File: src/rtl/rf_write_arbiter.sv
// ============================================================================
//  Module   : rf_write_arbiter
//  Brief    : Round-robin arbiter sharing one register-file write port among
//             NUM_REQ writeback sources. The granted write is registered into
//             an output stage that drives the register file, and a one-hot
//             pending map of the in-flight destination is exposed for hazard
//             and forwarding logic.
//  Revision : 1.0 - initial release
// ============================================================================
`default_nettype none

module rf_write_arbiter #(
    parameter int NUM_REQ = 3,
    parameter int ADDR_W  = 5,
    parameter int DATA_W  = 32
) (
    input  logic                          clk_i,
    input  logic                          reset_ni,
    input  logic [NUM_REQ-1:0]            req_valid_i,
    output logic [NUM_REQ-1:0]            req_ready_o,
    input  logic [NUM_REQ*ADDR_W-1:0]     req_addr_i,
    input  logic [NUM_REQ*DATA_W-1:0]     req_data_i,
    output logic                          rf_write_en_o,
    output logic [ADDR_W-1:0]             rf_write_addr_o,
    output logic [DATA_W-1:0]             rf_write_data_o,
    output logic [(2**ADDR_W)-1:0]        pending_o,
    output logic [$clog2(NUM_REQ)-1:0]    grant_idx_o
);

    localparam int IDX_W = $clog2(NUM_REQ);
    // One extra bit so ptr + offset can exceed NUM_REQ-1 before wrapping.
    localparam int CNT_W = IDX_W + 1;

    // Round-robin pointer: the requester with highest priority this cycle.
    logic [IDX_W-1:0]  ptr_q;
    logic [IDX_W-1:0]  ptr_d;

    // Output stage registers.
    logic              wen_q;
    logic              wen_d;
    logic [ADDR_W-1:0] addr_q;
    logic [ADDR_W-1:0] addr_d;
    logic [DATA_W-1:0] data_q;
    logic [DATA_W-1:0] data_d;
    logic [IDX_W-1:0]  gidx_q;
    logic [IDX_W-1:0]  gidx_d;

    // Arbitration results.
    logic              found;
    logic [IDX_W-1:0]  sel;
    logic [CNT_W-1:0]  cand;
    logic [ADDR_W-1:0] sel_addr;
    logic [DATA_W-1:0] sel_data;
    logic [(2**ADDR_W)-1:0] pending;

    // Scan requesters starting at ptr_q, wrapping modulo NUM_REQ; first valid wins.
    always_comb begin
        found = 1'b0;
        sel   = '0;
        cand  = '0;
        for (int i = 0; i < NUM_REQ; i++) begin
            cand = {1'b0, ptr_q} + CNT_W'(i);
            if (cand >= CNT_W'(NUM_REQ)) begin
                cand = cand - CNT_W'(NUM_REQ);
            end
            if (!found && req_valid_i[cand[IDX_W-1:0]]) begin
                found = 1'b1;
                sel   = cand[IDX_W-1:0];
            end
        end
    end

    // One-hot ready to the winner; the output stage never stalls, so ready
    // is simply "this requester won the scan".
    always_comb begin
        req_ready_o = '0;
        for (int k = 0; k < NUM_REQ; k++) begin
            req_ready_o[k] = found && (sel == IDX_W'(k));
        end
    end

    // Payload of the winning requester.
    always_comb begin
        sel_addr = req_addr_i[sel*ADDR_W +: ADDR_W];
        sel_data = req_data_i[sel*DATA_W +: DATA_W];
    end

    // Next-state for pointer and output stage. Writes to x0 are consumed and
    // advance the pointer but never raise the write enable.
    always_comb begin
        ptr_d  = ptr_q;
        wen_d  = 1'b0;
        addr_d = addr_q;
        data_d = data_q;
        gidx_d = gidx_q;
        if (found) begin
            ptr_d  = (sel == IDX_W'(NUM_REQ - 1)) ? '0 : sel + 1'b1;
            wen_d  = (sel_addr != '0);
            addr_d = sel_addr;
            data_d = sel_data;
            gidx_d = sel;
        end
    end

    // State registers; reset drops any in-flight write immediately.
    always_ff @(posedge clk_i or negedge reset_ni) begin
        if (!reset_ni) begin
            ptr_q  <= '0;
            wen_q  <= 1'b0;
            addr_q <= '0;
            data_q <= '0;
            gidx_q <= '0;
        end else begin
            ptr_q  <= ptr_d;
            wen_q  <= wen_d;
            addr_q <= addr_d;
            data_q <= data_d;
            gidx_q <= gidx_d;
        end
    end

    // One-hot map of the destination currently being written.
    always_comb begin
        pending = '0;
        if (wen_q) begin
            pending[addr_q] = 1'b1;
        end
    end

    assign rf_write_en_o   = wen_q;
    assign rf_write_addr_o = addr_q;
    assign rf_write_data_o = data_q;
    assign grant_idx_o     = gidx_q;
    assign pending_o       = pending;

endmodule

`default_nettype wire
File: config.mk
export PLATFORM = sky130hd
export DESIGN_NAME = rf_write_arbiter
export DESIGN_NICKNAME = d
export VERILOG_FILES = /design/src/rtl/rf_write_arbiter.sv
export SDC_FILE = /design/constraint.sdc
export NUM_CORES = 1
export LEC_CHECK = 0
export CORE_AREA = 8 8 103 87
export CTS_BUF_LIST = sky130_fd_sc_hd__clkbuf_2
export DETAILED_ROUTE_END_ITERATION = 8
export DIE_AREA = 0 0 111 95
export GPL_ROUTABILITY_DRIVEN = 0
export PLACE_DENSITY = 0.95
export SLEW_MARGIN = 10
export SYNTH_ARGS = -nofsm -noshare
export SYNTH_HDL_FRONTEND = slang
export SYNTH_SLANG_ARGS = --single-unit
export TNS_END_PERCENT = 50
File: constraint.sdc
create_clock -name clk_i -period 5 [get_ports clk_i]
set_input_delay 1 -clock clk_i [delete_from_list [all_inputs] [get_ports clk_i]]
set_output_delay 1 -clock clk_i [all_outputs]
set_load 0.02 [all_outputs]
======== Word-level counts from Yosys, hierarchy flattened ========
Cells that the tools add are included.
storage, ports and cells
  register bits after elaboration ......... 42
  input bits .............................. 116
  word-level logic and storage cells ...... 54
cells by class
  add/sub/neg operators ................... 6
  $mul .................................... 1
  $lt $le $gt $ge ......................... 8
  eq/ne operators ......................... 2
  shifts and indexed selects .............. 2
  mux-type cells .......................... 20
  reduce and logical (&&, ||, !) cells .... 10
operator list
  operator                                                               number
  96-bit by 8-bit variable part select with 32-bit output                1
  32-bit two-way mux                                                     1
  15-bit by 6-bit variable part select with 5-bit output                 1
  2-bit two-way mux                                                      7
  2-bit by 3-bit < comparator with 1-bit output, second input constant   3
  1-bit two-way mux                                                      8
  1-bit binary-select mux with 2-bit select                              3
  3-bit by 2-bit >= comparator with 1-bit output, second input constant  2
  1-bit logical AND                                                      6
  5-bit by 6-bit < comparator with 1-bit output, second input constant   1
  2-bit subtractor, second input constant                                3
  1-bit demux with 5-bit select                                          1
  5-bit by 1-bit >= comparator with 1-bit output, second input constant  1
  2-bit by 3-bit multiplier with 5-bit output, second input constant     1
  5-bit nonzero test                                                     1
  2-bit by 1-bit adder with 3-bit output, second input constant          1
  2-bit by 2-bit adder with 3-bit output, second input constant          1
  2-bit by 1-bit adder with 2-bit output, second input constant          1
  2-bit by 1-bit equality test with 1-bit output, second input constant  1
  2-bit equality test, second input constant                             1
  2-bit >= comparator, second input constant                             1
  1-bit logical NOT                                                      2
  2-bit logical NOT                                                      1

======== Longest topological paths before layout ========
Gate-level depths: netlist (run 1).
  depth after elaboration ................. 15
  gate-level depth with buffers ........... 11
  gate-level depth less buffers ........... 9

======== Worst setup path after synthesis (run 1) ========
Ideal clock, no wire load.
  path type ............................... in2out
  from .................................... input port req_valid_i[1]
  to ...................................... output port req_ready_o[2]
  arrival time ............................ 2.641 ns
  required time ........................... 4.000 ns
  setup slack ............................. 1.359 ns
  stages .................................. 8
  path through ............................ mux2i_1 -> mux2_2 -> and2_4 -> a221oi_4 -> buf_4 -> buf_4 -> inv_1 -> nor2_1
between the ends
  word-level cells in the longest chain between the ends .. 11
ends and longest elaborated chain
  element                                    RTL line  text
  from (decl)                                19        input logic [NUM_REQ-1:0] req_valid_i,
  1-bit binary-select mux with 2-bit select  66        if (!found && req_valid_i[cand[IDX_W-1:0]]) begin
  1-bit two-way mux (not written as such)    66
  1-bit two-way mux                          66
  1-bit logical NOT                          66
  1-bit logical AND                          66
  1-bit two-way mux                          66
  1-bit logical NOT                          66
  1-bit logical AND                          66
  2-bit two-way mux                          66
  2-bit equality test                        78        req_ready_o[k] = found && (sel == IDX_W'(k));
  1-bit logical AND *                        78
  to (decl)                                  20        output logic [NUM_REQ-1:0] req_ready_o,
Mark *: on every way between the ends. The rest lies on a longest branch, timed or not. The select of a mux whose other input is x is not followed.

======== Final worst setup path (run 1) ========
Same ends and word-level chain as after synthesis.

==> results of run 1 <==
-- logic make-up after synthesis --
family,after synthesis
fa+ha+maj,4
compound gates,103
buf+inv,29
flops,42
simple gates,110
mux,27
-- layout by cell type, fill, tap and decap left out, drive strengths merged --
master / instances
clkdlybuf4s50: 189
nor2: 56
dfrtp: 42
o21ai: 38
a22oi: 29
a21oi: 26
nand2: 24
mux2i: 23
nand3b: 8
clkbuf: 6
nor3b: 5
buf: 5
ha: 4
mux2: 4
inv: 3
or3b: 3
nand3: 2
nand2b: 2
a221oi: 2
a21o: 2
and4b: 2
a211oi: 2
clkinv: 2
or3: 1
o21a: 1
and2: 1
or2: 1
nor4bb: 1
and4bb: 1
a2111oi: 1
and2b: 1
nor3: 1
o22ai: 1
a41oi: 1
nor2b: 1
-- metrics by stage --
step,cells,hold slack [ps],area [µm²],util
finish,581,507,4680,0.652
global route,581,545,4680,0.652
CTS,581,515,4680,0.652
detailed placement,573,467,4640,0.646
global placement,573,460,4640,0.646
floorplan,315,502,2750,-
-- critical path, cell delays in order --
cell,delay [ps]
clkdlybuf4s50_1,630
mux2i_1,180
mux2_2,350
and2_4,190
a221oi_4,320
inv_1,90
nor2_1,110
clkdlybuf4s50_1,630
-- flip-flops by register name, indices dropped and copies added (netlist names) --
register         cells
rf_write_data_o     32
rf_write_addr_o      5
grant_idx_o          2
ptr_q                2
rf_write_en_o        1
-- cell usage after synthesis, types with 2 or more instances --
cell	number	share of area
a21o_1	2	0.0055
a21oi_1	26	0.047
a221oi_4	2	0.019
a22oi_1	29	0.079
buf_2	8	0.015
buf_4	6	0.016
buf_6	3	0.012
clkbuf_1	9	0.012
dfrtp_1	42	0.38
ha_1	4	0.018
inv_1	3	0.0041
mux2_2	2	0.0082
mux2i_1	23	0.084
nand2_1	24	0.033
nand2b_1	2	0.0045
nand3_1	2	0.0036
nand3b_1	8	0.022
nor2_1	56	0.076
nor3b_1	5	0.014
o21ai_0	30	0.055
o21ai_1	8	0.015
or3b_2	3	0.0095
-- report_power, final --
part	internal, mW	switching (mW)
clock	0.0345	0.116
combinational	1.06	1.40
sequential	0.539	0.129
total	1.64	1.65
-- path summary, 6_finish.rpt --
kind / start / end / slack (ps) / depth (start not counted)
worst max-delay path: req_valid_i[1] / req_ready_o[2] / 480 / 8
worst min-delay path: rf_write_data_o[24]$_DFFE_PN0P_ / rf_write_data_o[24]$_DFFE_PN0P_ / 510 / 2
worst max register to register: ptr_q[0]$_DFFE_PN0P_ / rf_write_en_o$_DFF_PN0_ / 1520 / 10
worst min register to register: rf_write_data_o[24]$_DFFE_PN0P_ / rf_write_data_o[24]$_DFFE_PN0P_ / 510 / 2
max in group asynchronous: reset_ni / rf_write_addr_o[0]$_DFFE_PN0P_ / 3670 / 1
min in group asynchronous: reset_ni / rf_write_data_o[7]$_DFFE_PN0P_ / 700 / 1
-- layout make-up --
class                           instances  area [µm²]  area share
Tap cell                               90         113      0.0241
Timing Repair Buffer                  194        1930       0.412
Clock buffer                            6        30.0     0.00642
Clock inverter                          2        8.76     0.00187
Sequential cell                        42        1050       0.225
Inverter                                3        11.3     0.00241
Multi-Input combinational cell        244        1540       0.329
-- per-layer routing --
layer / GRT usage / vias to the layer above / wire (µm)
li1: - / 1474 / -
met5: 0 / - / 0
met1: 0.205 / 1492 / 4220
met4: 0.0561 / 0 / 216
met2: 0.361 / 157 / 5320
met3: 0.0710 / 19 / 968
==> results.md, run 1 <==
* Status: completed
* Dpl hpwl at 8.45 mm
* Remaining Overflow, GRT at 0
* Area of the core at 7180 µm²
* Final Hold Viols at 0
* Final min period at 4520 ps
* DIE AREA at 10,500 µm²
* DRC errors left at 0
* Worst skew pair latency at 400 ps
* RSZ-0062 raised after global routing: false
* Initial antenna violation count at 0
* DR iter-0 viols at 114
* FFs w/ async S/R, synth at 1.00
* First-pass DRT Iterations at 4
* Post-Syn Area per Cell at 8.74 µm²
* Setup WS pre-CTS at 488 ps
* Drt via density at 5.41
* CTS tree: built
* CTS Buffer Depth at 2
* Die span in y at 95 µm
* Worst EP arrival at 3520 ps
* CP startpoint kind: input port
* Normalized max-slew margin at 0.351
* GRT Overall Usage at 0.195
* Post-Syn Nets at 435
* Synth Area in Compound Gates at 0.245
* Diode count at 0
* Setup slack after layout at between 400 and 500 ps
* VDD IR max at 0.402 mV
* # fillers at 613
* Flip-flop and latch count after synthesis at 42
* Required @ worst endpoint at 4000 ps
* Port Buf Inserts at 190
* CTS root buf: clkbuf_2
* Mux contribution to synthesized area at 0.101
* Setup violations, final at 0
* Worst Tran Pin Value at about 1000 ps
* Synthesized area at 2750 µm²
* Syn Inst Count at 315
* Synth warn at 0
* Clock sinks at 42
* Register area share after synthesis at 0.382
* Crit. End Element: output pin
* Number of buffers created by CTS at 5
* Synth Area in Simple Gates at 0.194
* Final period util at 0.903
* Starting Density at 0.383
* Vias in the first global route at 3,312
* Synth Area in Adders at 0.0182
* FP Rows at 28
* Worst-path clk slew at 220 ps
* Post_cts resized at 0
* Pins Over Slew Limit at 0
* Cell Pwr Density at 702 nW/µm²
* Total design power at 3.28 mW
* EDFF count, synth at 0
* Via count at roughly 3,100
* Avg WL per Cell at 18.5 µm
* Nets at 610
* Synth Flop Type: dfrtp_1
* Total Wirelength at between 10 and 15 mm
* Share of layout cells above drive strength 1 at 0.0550
* DIE WIDTH at 111 µm
* Layout overhead on the synthesized area at 70.0%
* Sum Neg Setup Slack at 0 ps
* Leak at 1.81 nW
* Fmax at 221 MHz
* Post-Synth XOR/XNOR Area at 0
* Post-CTS setup buffers at 0
* Htree depth at 2
* Largest family of logic cells by synthesized area: compound AO/OA/AOI/OAI gates
* Ports at approximately 190
* Post-Route Skew at ~29 ps
* First-pass GRT wire length at 16.7 mm
* Final ANT Viol Nets at 0
* Max FO, Critical Path at 6
* Hold Crit Class: reg -> reg
* Total of max-cap violations at 0
* Largest net degree at the start of global routing at 69
* Crit path kind: in -> out
* # hold bufs at CTS at 0
* Cell variety after synth at 40
No activity file was read; power rests on OpenSTA's default activity.
==> run 2: changes to the inputs <==
--- a/config.mk
+++ b/config.mk
@@ -11,6 +11,7 @@
 export DIE_AREA = 0 0 111 95
 export GPL_ROUTABILITY_DRIVEN = 0
 export PLACE_DENSITY = 0.95
+export SETUP_SLACK_MARGIN = 0.4
 export SLEW_MARGIN = 10
 export SYNTH_ARGS = -nofsm -noshare
 export SYNTH_HDL_FRONTEND = slang
==> run 2 against run 1 <==
  * Sequential power about the same
  * Worst hold slack about the same
  * Largest power group unchanged
  * Clock power hardly changed
  * Worst setup slack got worse by 1.8 ps
  * Combinational power about the same
  * Wire length about the same
  * Total power hardly changed
  * Clock-buffer cell count is the same
  * First-iteration DRC count fell by 0.88%
==> results.md, run 2 (synthesized netlist as in run 1, its figures left out) <==
* Port Buf Inserts at 190
* Setup WS pre-CTS at 488 ps
* Required @ worst endpoint at 4000 ps
* Final min period at 4520 ps
* CTS tree: built
* DRC errors left at 0
* Final period util at 0.904
* Max FO, Critical Path at 6
* Reg area at 1050 µm²
* Via count at 3,126
* Crit. End Element: output pin
* First-pass DRT Iterations at 4
* Worst EP arrival at 3520 ps
* Leak at ~1.8 nW
* Die span in y at 95 µm
* Number of buffers created by CTS at 5
* Sum Neg Setup Slack at 0 ps
* Dpl hpwl at 8.45 mm
* Commonest cells after routing, fill and taps aside: clkdlybuf4s50_1 (189), nor2_1 (56), dfrtp_1 (42)
* Post-CTS setup buffers at 0
* FP Rows at 28
* Htree depth at 2
* # fillers at roughly 610
* R2r setup slk at 1520 ps
* Avg WL per Cell at between 15 and 20 µm
* Final ANT Viol Nets at 0
* Setup violations, final at 0
* Ports at roughly 190
* Remaining Overflow, GRT at 0
* Total design power at 3.29 mW
* DR iter-0 viols at 113
* Drt via density at 5.38
* Most common cell after layout, fill and taps aside: clkdlybuf4s50_1
* Finished Layout Cells at 581
* GRT Overall Usage at 0.195
* Final Hold Viols at 0
* Starting Density at 0.383
* Worst-path clk slew at 220 ps
* Total of max-cap violations at 0
* Vias in the first global route at 3,312
* VDD IR max at 0.402 mV
* CTS root buf: clkbuf_2
* Worst skew pair latency at ~400 ps
* Setup slack after layout at 481 ps
* Max reg flops at 32
* Nets at 610
* Status: completed
* DIE AREA at 10,500 µm²
* Normalized max-slew margin at 0.354
* Layout overhead on the synthesized area at 70.0%
* Cell Pwr Density at 702 nW/µm²
* DIE WIDTH at 111 µm
* Fmax at around 220 MHz
* Hold Crit Class: reg -> reg
* Worst Tran Pin Value at ~970 ps
* Initial antenna violation count at 0
* Area of the multi-input gates at 1540 µm²
* Largest net degree at the start of global routing at 69
* Share of layout cells above drive strength 1 at 0.0550
* Post-Route Skew at 25.3 ps
* CTS Buffer Depth at 2
* Area of the core at a little over 7000 µm²
* CP startpoint kind: input port
* Clock sinks at 42
* RSZ-0062 raised after global routing: false
* Placed instance area at 4640 µm²
* Cells after DPL at 573
* Crit path kind: in -> out
* Final instance area at 4680 µm²
* First-pass GRT wire length at 16.7 mm
* Diode count at 0
* Pins Over Slew Limit at 0
* Total Wirelength at around 11 mm
## run 2: timing repair
| action | CTS | global route |
|---|---|---|
| hold endpoints to repair | 0 | 0 |
| resized for setup | 0 | 2 |
| hold buffers | 0 | 0 |
| endpoints found under the setup margin | 0 | 2 |
## run 2: power by group
group | internal (mW) | switching, mW | total (mW)
registers | 0.539 | 0.129 | 0.668
clock network | 0.0345 | 0.115 | 0.150
logic | 1.06 | 1.40 | 2.47
total | 1.64 | 1.65 | 3.29
## run 2: final cells by class
cell class	instances	share of cell area
sequential	42	0.225
clock buffer	6	0.00642
inverter	3	0.00241
tap	90	0.0241
timing repair buffer	194	0.412
multi-input combinational	244	0.329
clock inverter	2	0.00187
## run 2: layer usage
layer / vias to the layer above / part of all wire / global-route usage
met1: 1483 / 0.40 / 0.205
met2: 153 / 0.50 / 0.361
met4: 0 / 0.018 / 0.0561
met5: - / 0 / 0
li1: 1475 / - / -
met3: 15 / 0.088 / 0.0710
## run 2: stage by stage
stage,hold WS (ps),utilization
2_1_floorplan,502,-
3_3_place_gp,460,0.646
3_5_place_dp,467,0.646
4_1_cts,515,0.652
5_1_grt,545,0.652
6_report,507,0.652
## run 2: worst max-delay path, cell delays in order
cell,delay (ps)
clkdlybuf4s50_1,630
mux2i_1,180
mux2_2,350
and2_4,190
a221oi_4,320
inv_1,90
nor2_1,120
clkdlybuf4s50_1,640
## run 2: worst paths after layout
path / from / to / depth (start not counted)
min reg2reg: rf_write_data_o[24]$_DFFE_PN0P_ / rf_write_data_o[24]$_DFFE_PN0P_ / 2
min: rf_write_data_o[24]$_DFFE_PN0P_ / rf_write_data_o[24]$_DFFE_PN0P_ / 2
max reg2reg: ptr_q[0]$_DFFE_PN0P_ / rf_write_en_o$_DFF_PN0_ / 10
max in group asynchronous: reset_ni / rf_write_addr_o[0]$_DFFE_PN0P_ / 1
min in group asynchronous: reset_ni / rf_write_data_o[7]$_DFFE_PN0P_ / 1
max: req_valid_i[1] / req_ready_o[2] / 8
